### src/rtl/alu_defs_pkg.sv
`default_nettype none
// ============================================================================
//  Module   : alu_defs (package)
//  Brief    : Shared R-type opcode/funct codes, issue FSM state encoding and
//             legality helper used by the issue controller and the ALU.
//  Revision : 1.0 - initial release
// ============================================================================
package alu_defs;

    localparam logic [5:0] c_opc_rtype = 6'd0;

    localparam logic [5:0] c_fn_add = 6'd27;
    localparam logic [5:0] c_fn_sub = 6'd28;
    localparam logic [5:0] c_fn_srl = 6'd29;
    localparam logic [5:0] c_fn_sll = 6'd30;
    localparam logic [5:0] c_fn_xor = 6'd31;
    localparam logic [5:0] c_fn_and = 6'd32;

    typedef enum logic [1:0] {
        ST_IDLE = 2'd0,
        ST_EXEC = 2'd1,
        ST_WB   = 2'd2
    } state_t;

    // Only R-type words with one of the six supported funct codes execute.
    function automatic logic is_legal(input logic [5:0] opcode, input logic [5:0] funct);
        return (opcode == c_opc_rtype) &&
               ((funct == c_fn_add) || (funct == c_fn_sub) || (funct == c_fn_srl) ||
                (funct == c_fn_sll) || (funct == c_fn_xor) || (funct == c_fn_and));
    endfunction

endpackage
`default_nettype wire

### src/rtl/mips_regfile.sv
`default_nettype none
// ============================================================================
//  Module   : mips_regfile
//  Brief    : 32x32 register file, two async read ports plus a debug read
//             port, one synchronous write port; r0 is hard-wired to zero.
//  Revision : 1.0 - initial release
// ============================================================================
module mips_regfile (
    input  logic        clk,
    input  logic        rst,
    input  logic [4:0]  i_ra_addr,
    output logic [31:0] o_ra_data,
    input  logic [4:0]  i_rb_addr,
    output logic [31:0] o_rb_data,
    input  logic [4:0]  i_dbg_addr,
    output logic [31:0] o_dbg_data,
    input  logic        i_we,
    input  logic [4:0]  i_waddr,
    input  logic [31:0] i_wdata
);

    logic [31:0] r_mem [0:31];

    // Storage: cleared on reset, writes to r0 dropped so entry 0 stays zero.
    always_ff @(posedge clk or posedge rst) begin
        if (rst) begin
            for (int i = 0; i < 32; i++) begin
                r_mem[i] <= '0;
            end
        end else if (i_we && (i_waddr != 5'd0)) begin
            r_mem[i_waddr] <= i_wdata;
        end
    end

    assign o_ra_data  = (i_ra_addr  == 5'd0) ? 32'd0 : r_mem[i_ra_addr];
    assign o_rb_data  = (i_rb_addr  == 5'd0) ? 32'd0 : r_mem[i_rb_addr];
    assign o_dbg_data = (i_dbg_addr == 5'd0) ? 32'd0 : r_mem[i_dbg_addr];

endmodule
`default_nettype wire

### src/rtl/alu_issue_ctrl.sv
`default_nettype none
// ============================================================================
//  Module   : alu_issue_ctrl
//  Brief    : Issues R-type instructions to an external combinational ALU,
//             writes results back into a local register file and keeps
//             sticky zero/carry flags. One instruction every three cycles.
//  Revision : 1.0 - initial release
// ============================================================================
module alu_issue_ctrl
    import alu_defs::*;
(
    input  logic        clk,
    input  logic        rst,
    input  logic        instr_valid,
    input  logic [31:0] instr,
    output logic        instr_ready,
    input  logic        ld_en,
    input  logic [4:0]  ld_addr,
    input  logic [31:0] ld_data,
    output logic [31:0] alu_src1,
    output logic [31:0] alu_src2,
    output logic [5:0]  alu_funct,
    output logic [4:0]  alu_shamt,
    input  logic [31:0] alu_result,
    input  logic        alu_zero,
    input  logic        alu_carry,
    output logic        done,
    output logic        illegal,
    output logic        zero_flag,
    output logic        carry_flag,
    input  logic [4:0]  dbg_addr,
    output logic [31:0] dbg_data
);

    state_t      r_state;
    state_t      w_state_nxt;
    logic [4:0]  r_rd;
    logic        r_legal;

    logic [5:0]  w_opcode;
    logic [4:0]  w_rs;
    logic [4:0]  w_rt;
    logic [4:0]  w_rd;
    logic [4:0]  w_shamt;
    logic [5:0]  w_funct;
    logic [31:0] w_rs_data;
    logic [31:0] w_rt_data;
    logic        w_accept;
    logic        w_we;
    logic [4:0]  w_waddr;
    logic [31:0] w_wdata;

    assign w_opcode = instr[31:26];
    assign w_rs     = instr[25:21];
    assign w_rt     = instr[20:16];
    assign w_rd     = instr[15:11];
    assign w_shamt  = instr[10:6];
    assign w_funct  = instr[5:0];

    // A host preload in IDLE takes priority over a pending instruction.
    assign instr_ready = (r_state == ST_IDLE) && !ld_en && !rst;
    assign w_accept    = (r_state == ST_IDLE) && instr_valid && !ld_en;

    // The single write port is shared: preload in IDLE, writeback in EXEC.
    assign w_we    = ((r_state == ST_IDLE) && ld_en) || ((r_state == ST_EXEC) && r_legal);
    assign w_waddr = (r_state == ST_EXEC) ? r_rd : ld_addr;
    assign w_wdata = (r_state == ST_EXEC) ? alu_result : ld_data;

    assign done    = (r_state == ST_WB);
    assign illegal = (r_state == ST_WB) && !r_legal;

    mips_regfile u_regfile (
        .clk        (clk),
        .rst        (rst),
        .i_ra_addr  (w_rs),
        .o_ra_data  (w_rs_data),
        .i_rb_addr  (w_rt),
        .o_rb_data  (w_rt_data),
        .i_dbg_addr (dbg_addr),
        .o_dbg_data (dbg_data),
        .i_we       (w_we),
        .i_waddr    (w_waddr),
        .i_wdata    (w_wdata)
    );

    // State register.
    always_ff @(posedge clk or posedge rst) begin
        if (rst) begin
            r_state <= ST_IDLE;
        end else begin
            r_state <= w_state_nxt;
        end
    end

    // Next-state: IDLE waits for an accept, EXEC and WB each last one cycle.
    always_comb begin
        w_state_nxt = r_state;
        case (r_state)
            ST_IDLE: if (w_accept) w_state_nxt = ST_EXEC;
            ST_EXEC: w_state_nxt = ST_WB;
            ST_WB:   w_state_nxt = ST_IDLE;
            default: w_state_nxt = ST_IDLE;
        endcase
    end

    // Operand capture on accept; values hold until the next accept.
    always_ff @(posedge clk or posedge rst) begin
        if (rst) begin
            alu_src1  <= '0;
            alu_src2  <= '0;
            alu_funct <= '0;
            alu_shamt <= '0;
            r_rd      <= '0;
            r_legal   <= 1'b0;
        end else if (w_accept) begin
            alu_src1  <= w_rs_data;
            alu_src2  <= w_rt_data;
            alu_funct <= w_funct;
            alu_shamt <= w_shamt;
            r_rd      <= w_rd;
            r_legal   <= is_legal(w_opcode, w_funct);
        end
    end

    // Sticky flags, refreshed only when a legal op leaves EXEC.
    always_ff @(posedge clk or posedge rst) begin
        if (rst) begin
            zero_flag  <= 1'b0;
            carry_flag <= 1'b0;
        end else if ((r_state == ST_EXEC) && r_legal) begin
            zero_flag  <= alu_zero;
            carry_flag <= alu_carry;
        end
    end

endmodule
`default_nettype wire

### config.mk
export PLATFORM = sky130hd
export DESIGN_NAME = alu_issue_ctrl
export DESIGN_NICKNAME = d
export VERILOG_FILES = /design/src/rtl/alu_defs_pkg.sv /design/src/rtl/mips_regfile.sv /design/src/rtl/alu_issue_ctrl.sv
export SDC_FILE = /design/constraint.sdc
export NUM_CORES = 2
export LEC_CHECK = 0
export ABC_AREA = 0
export CAP_MARGIN = 20
export CORE_MARGIN = 2
export CORE_UTILIZATION = 58
export CTS_CLUSTER_SIZE = 24
export DETAILED_ROUTE_END_ITERATION = 8
export GPL_TIMING_DRIVEN = 0
export PLACE_DENSITY = 0.83
export SETUP_SLACK_MARGIN = 0.1
export SLEW_MARGIN = 30
export SYNTH_ARGS = -nofsm -noshare
export SYNTH_HDL_FRONTEND = slang
export SYNTH_SLANG_ARGS = --single-unit
export TNS_END_PERCENT = 100
### constraint.sdc
create_clock -name clk -period 87.4 [get_ports clk]
set_input_delay 8.74 -clock clk [delete_from_list [all_inputs] [get_ports clk]]
set_output_delay 8.74 -clock clk [all_outputs]
set_load 0.1 [all_outputs]
After elaboration in Yosys (flattened, before gate mapping)
Index checks and enable logic that the tools add are counted.
{"block": "op_classes", "n_addsub": 0, "mul": 0, "div_mod_pow": 0, "magnitude_cmp": 5, "eq_ne": 9, "n_shift": 0, "muxes": 19, "n_bitwise": 4, "reduce_logical": 25}
{"op": "1024-bit bitwise mux", "n": 1}
{"op": "32-bit binary-select mux with 5-bit select", "n": 3}
{"op": "32-bit 2-to-1 mux", "n": 11}
{"op": "32-bit demux with 5-bit select", "n": 1}
{"op": "6-bit by 5-bit equality test with 1-bit output, second input constant", "n": 5}
{"op": "6-bit greater-or-equal comparator, second input constant", "n": 4}
{"op": "5-bit inverter with 6-bit output", "n": 4}
{"op": "5-bit zero test", "n": 3}
{"op": "1-bit logical AND", "n": 10}
{"op": "6-bit equality test, second input constant", "n": 1}
{"op": "6-bit zero test", "n": 1}
{"op": "1-bit logical OR", "n": 6}
{"op": "6-bit by 1-bit less-than comparator with 1-bit output, second input constant", "n": 1}
{"op": "5-bit 2-to-1 mux", "n": 1}
{"op": "5-bit nonzero test", "n": 1}
{"op": "2-bit one-hot mux with 2 select lines", "n": 1}
{"op": "1-bit zero test", "n": 3}
{"op": "2-bit by 1-bit equality test with 1-bit output, second input constant", "n": 1}
{"op": "2-bit equality test, second input constant", "n": 1}
{"op": "2-bit zero test", "n": 1}
{"op": "2-bit 2-to-1 mux", "n": 1}
{"op": "2-bit inequality test, second input constant", "n": 1}
{"block": "word_totals", "reg_bits": 1109, "latchBits": 0, "mem_bits_rw": 0, "romBits": 0, "in_bits": 112, "mem_count": 0}

Longest topological paths before layout
{"block": "logic_depth", "depth_word": 8, "mapped_depth": 10, "mapped_depth_nobuf": 6}

Cells and area by module
A second synthesis with hierarchy kept.
{"block": "unflattened", "hier_cells": 4671, "area_unflattened_um2": 66941.7}
{"module": "mips_regfile", "n_inst": 1, "cells_per_inst": 4434, "area_per_inst_um2": 63194.4, "seq_area_each_um2": 25624.6}
{"module": "alu_issue_ctrl", "n_inst": 1, "cells_per_inst": 237, "area_per_inst_um2": 3747.3, "seq_area_each_um2": 2127.0}

Worst setup path before layout
Ideal clock, no wire load.
{"block": "synth_timing", "kind": "input port to output port", "startpoint": "input port ld_en", "endpoint": "output port instr_ready", "arrival_ns": 11.614, "required_ns": 78.660, "slack_ns": 67.046, "path_stages": 1, "path_buffers": 0, "path_cell_list": "nor4_1"}
{"block": "synth_via", "elab_chain_len": 3}
{"item": "from (decl)", "line_no": "alu_issue_ctrl.sv:17", "rtl": "input logic ld_en,"}
{"item": "1-bit zero test", "line_no": "alu_issue_ctrl.sv:61", "rtl": "assign instr_ready = (r_state == ST_IDLE) && !ld_en && !rst;"}
{"item": "1-bit logical AND (2 in series)", "line_no": "alu_issue_ctrl.sv:61"}
{"item": "to (decl)", "line_no": "alu_issue_ctrl.sv:16", "rtl": "output logic instr_ready,"}
Every way passes these cells.

Worst setup path in the final report
{"block": "layout_timing", "startpoint": "input port dbg_addr[0]", "endpoint": "output port dbg_data[30]"}
{"block": "layout_via", "elab_chain_len": 5, "word_cells_on_any_way": 6}
{"item": "from (decl)", "line_no": "alu_issue_ctrl.sv:31", "rtl": "input logic [4:0] dbg_addr,"}
{"item": "5-bit inverter with 6-bit output (implied by the code)", "line_no": "mips_regfile.sv:37", "rtl": "assign o_dbg_data = (i_dbg_addr == 5'd0) ? 32'd0 : r_mem[i_dbg_addr];"}
{"item": "32-bit binary-select mux with 5-bit select", "line_no": "mips_regfile.sv:37"}
{"item": "32-bit 2-to-1 mux (implied by the code) (2 in series)", "line_no": "mips_regfile.sv:37"}
{"item": "32-bit 2-to-1 mux *", "line_no": "mips_regfile.sv:37"}
{"item": "to (decl)", "line_no": "alu_issue_ctrl.sv:32", "rtl": "output logic [31:0] dbg_data"}
Mark *: on every way between the ends. The rest lies on a longest branch, timed or not. The select of a mux whose other input is x is not followed.

==> metrics <==
outcome=finished, violations left; failing checks=design-rule violations; Hold Fails Final Rpt=0; delay-heaviest family, CP=buffers and inverters; Sw Pwr=742 uW; flops & latches, synth=1109; Clock Sinks=1109; Worst R2R Start=r_state[0]; Placer Congestion=1.06; sw frac=0.375; critical path's largest stage delay=1.22 ns; Cell Int Power=1240 uW; worst setup margin=64.70 ns; IO Pins=224; Seq/Total Area, Yosys=0.432; final clock skew=0.0368 ns; crit path max-delay cell type=clkdlybuf4s50_1; share of layout cells above drive strength 1=0.216; Synth Net Count=5801; # rows=122; DR iter-0 viols=10100; Hold Path Sink=alu_funct[2]; f_max=44.1 MHz; most common flop cell mapped by yosys=dfrtp_1; die footprint=0.113 sq mm; vias in the first global route=54800; maximum vdd drop=0.0239 mV; first-pass GRT wire length=399000 um; CP Max Fanout=11; HPWL after detailed placement=214000 um; top post-synthesis cells by count=dfrtp_1 (1109), nand2_1 (994), o21ai_0 (824); drt total wl=282000 um; Worst Hold Class=flip-flop to flip-flop; leading area contributor after synthesis=dfrtp_1; Synth Area per Inst=11.3 sq um; Final ANT Viol Nets=0; Max-Cap Viols=0; Avg Vias per Cell=7.54; post-synthesis cell count=5689; HP Start=alu_funct[2]; post-cts gate resize count=0; total chip power=1980 uW; hold depth=2; Mapped Area=0.0642 sq mm; Post-route DRC=2; Final min period=22.70 ns; CTS buffer count=119; Max Slew Vio Count=0; Most common cell on crit path=buf_2; worst r2r path cells=8; Sequential Power Share=0.403; CTS tree=yes; Root Driver=clkbuf_16; Setup TNS=0 ns; Req. time, crit path=78.66 ns; proportion of power drawn by the clock network=0.280; die extent in x=337 um; actual slew at the worst max-slew pin=1.20 ns; Filler cells=8477; worst reg2reg path endpoint=u_regfile.r_mem[515]; post-synth top area share=0.432; endpoints failing setup=0; IO Port Bufs=212; Pwr per Cell Area=27.1 mW/mm^2; RSZ-0062 raised after global routing=false; internal reg-to-reg setup slack=84.08 ns; Skew-Pair Late Insertion Delay=0.76 ns; WL/cell=36.9 um; pre-CTS setup slack=65.14 ns; die height=337 um; Clock Path Buffers=3; First-pass DRT Iterations=9; CTS HTree Levels=3; Worst slew margin=0.179; initial antenna violation count=15; Data arrival, critical path=13.96 ns; clock slew at reported path FFs=0.06 ns; final worst-path cycle share=0.260; part of the power in combinational logic=0.317; asr flop ratio synth=1.00; Final #Nets=6152; cts hold-fix bufs=0; Area growth syn-to-layout=13.8%; grt total ovfl=0; Worst Path Buf+Inv=6; setup bufs post-CTS=0; startpoint types=primary input; Starting Density=0.583; Crit Path Category=primary input to output pin; Static Leakage=0.0310 uW; Via Count=57600; most frequent cell after synthesis=dfrtp_1; cells taking the most area after synthesis=dfrtp_1 (43%), mux4_2 (21%), o21ai_0 (6.4%), nand2_1 (5.8%), mux2i_1 (5.5%); Netlist cell types=63; Yosys warnings=0; number of synthesized flops with an enable pin=0; core area=0.110 sq mm; GRT Total Usage=0.502; largest net degree at the start of global routing=98; critical path capture point type=output pin; ordered list of cells on the worst path=clkbuf_1, buf_2, buf_2, buf_2, buf_2, mux4_2, mux2i_1, o22ai_1, a21o_1, clkdlybuf4s50_1
## power groups by stage
stage	Combinational (uW)	Sequential, uW	Clock (uW)
3_3_place_gp	587	783	0
4_1_cts	609	785	551
6_report	627	797	555
5_1_grt	651	807	572
2_1_floorplan	381	801	0
3_5_place_dp	606	792	0
## cells by family after synthesis
kind of cell	after synthesis	share of synthesized area
AND/OR/NAND/NOR	1327	0.0874
buffers and inverters	632	0.0416
multiplexers	1154	0.303
AO/OA/AOI/OAI	1467	0.136
flip-flops	1109	0.432
## final cells by class
cell class	count	area, sq um	area share
sequential	1109	27800	0.380
tap	1488	1860	0.0255
antenna	11	27.5	0.000377
timing repair buffer	230	2550	0.0349
clock inverter	54	731	0.0100
buffer	628	2700	0.0370
clock buffer	166	3480	0.0476
multi-input combinational	3948	33900	0.465
inverter	4	22.5	0.000308
## through the flow
step | util | hold WS (ns) | instances | instance area, sq um
after floorplan | - | 0.458 | 5689 | 64200
after global placement | 0.619 | 0.462 | 7389 | 68200
after detailed placement | 0.623 | 0.463 | 7404 | 68700
after CTS | 0.662 | 0.477 | 7624 | 72900
after global routing | 0.663 | 0.492 | 7630 | 73000
final | 0.663 | 0.480 | 7638 | 73100
## worst max path at each step
stage | start | endpoint | slack [ns] | cells after the start
finish | dbg_addr[0] | dbg_data[30] | 64.70 | 10
global route | dbg_addr[0] | dbg_data[30] | 64.92 | 10
CTS | dbg_addr[0] | dbg_data[30] | 65.12 | 10
detailed placement | dbg_addr[0] | dbg_data[30] | 65.14 | 10
global placement | rst | u_regfile.r_mem[599] | 34.85 | 2
floorplan | rst | alu_funct[0] | 47.43 | 1
## worst reg2reg max path, cell delays in order (launching register included)
cell and delay, ns:
dfrtp_1 0.40, nor2b_1 0.18, buf_6 0.17, buf_6 0.24, mux2i_4 0.78, nand3_2 0.56, clkbuf_1 0.54, nand2_1 0.20
o21ai_0 0.10
## flip-flops by register name, indices dropped and copies added, names as in the netlist
| signal | flops |
|---|---|
| u_regfile.r_mem | 1024 |
| alu_src1 | 32 |
| alu_src2 | 32 |
| alu_funct | 6 |
| alu_shamt | 5 |
| r_rd | 5 |
| r_state | 2 |
| carry_flag | 1 |
| r_legal | 1 |
| zero_flag | 1 |
## layout by cell type, fill, tap and decap left out, drive strengths merged, types with 105 or more instances in the layout
master         Yosys  routed
a21oi            105     105
buf              224     232
clkbuf           404     580
clkdlybuf4s50      0     212
dfrtp           1109    1109
mux2             189     189
mux2i            355     355
mux4             610     610
nand2            994     994
nor2             136     136
o21ai            905     905
o22ai            126     126
## metal layers
layer  track usage  up-vias  wire, um
met4         0.472        4     35100
li1              -    22000         -
met5             0        -        23
met1         0.619    28600     92200
met2         0.694     5615    116000
met3         0.167     1425     38600
(Power assumes the default switching activity.)
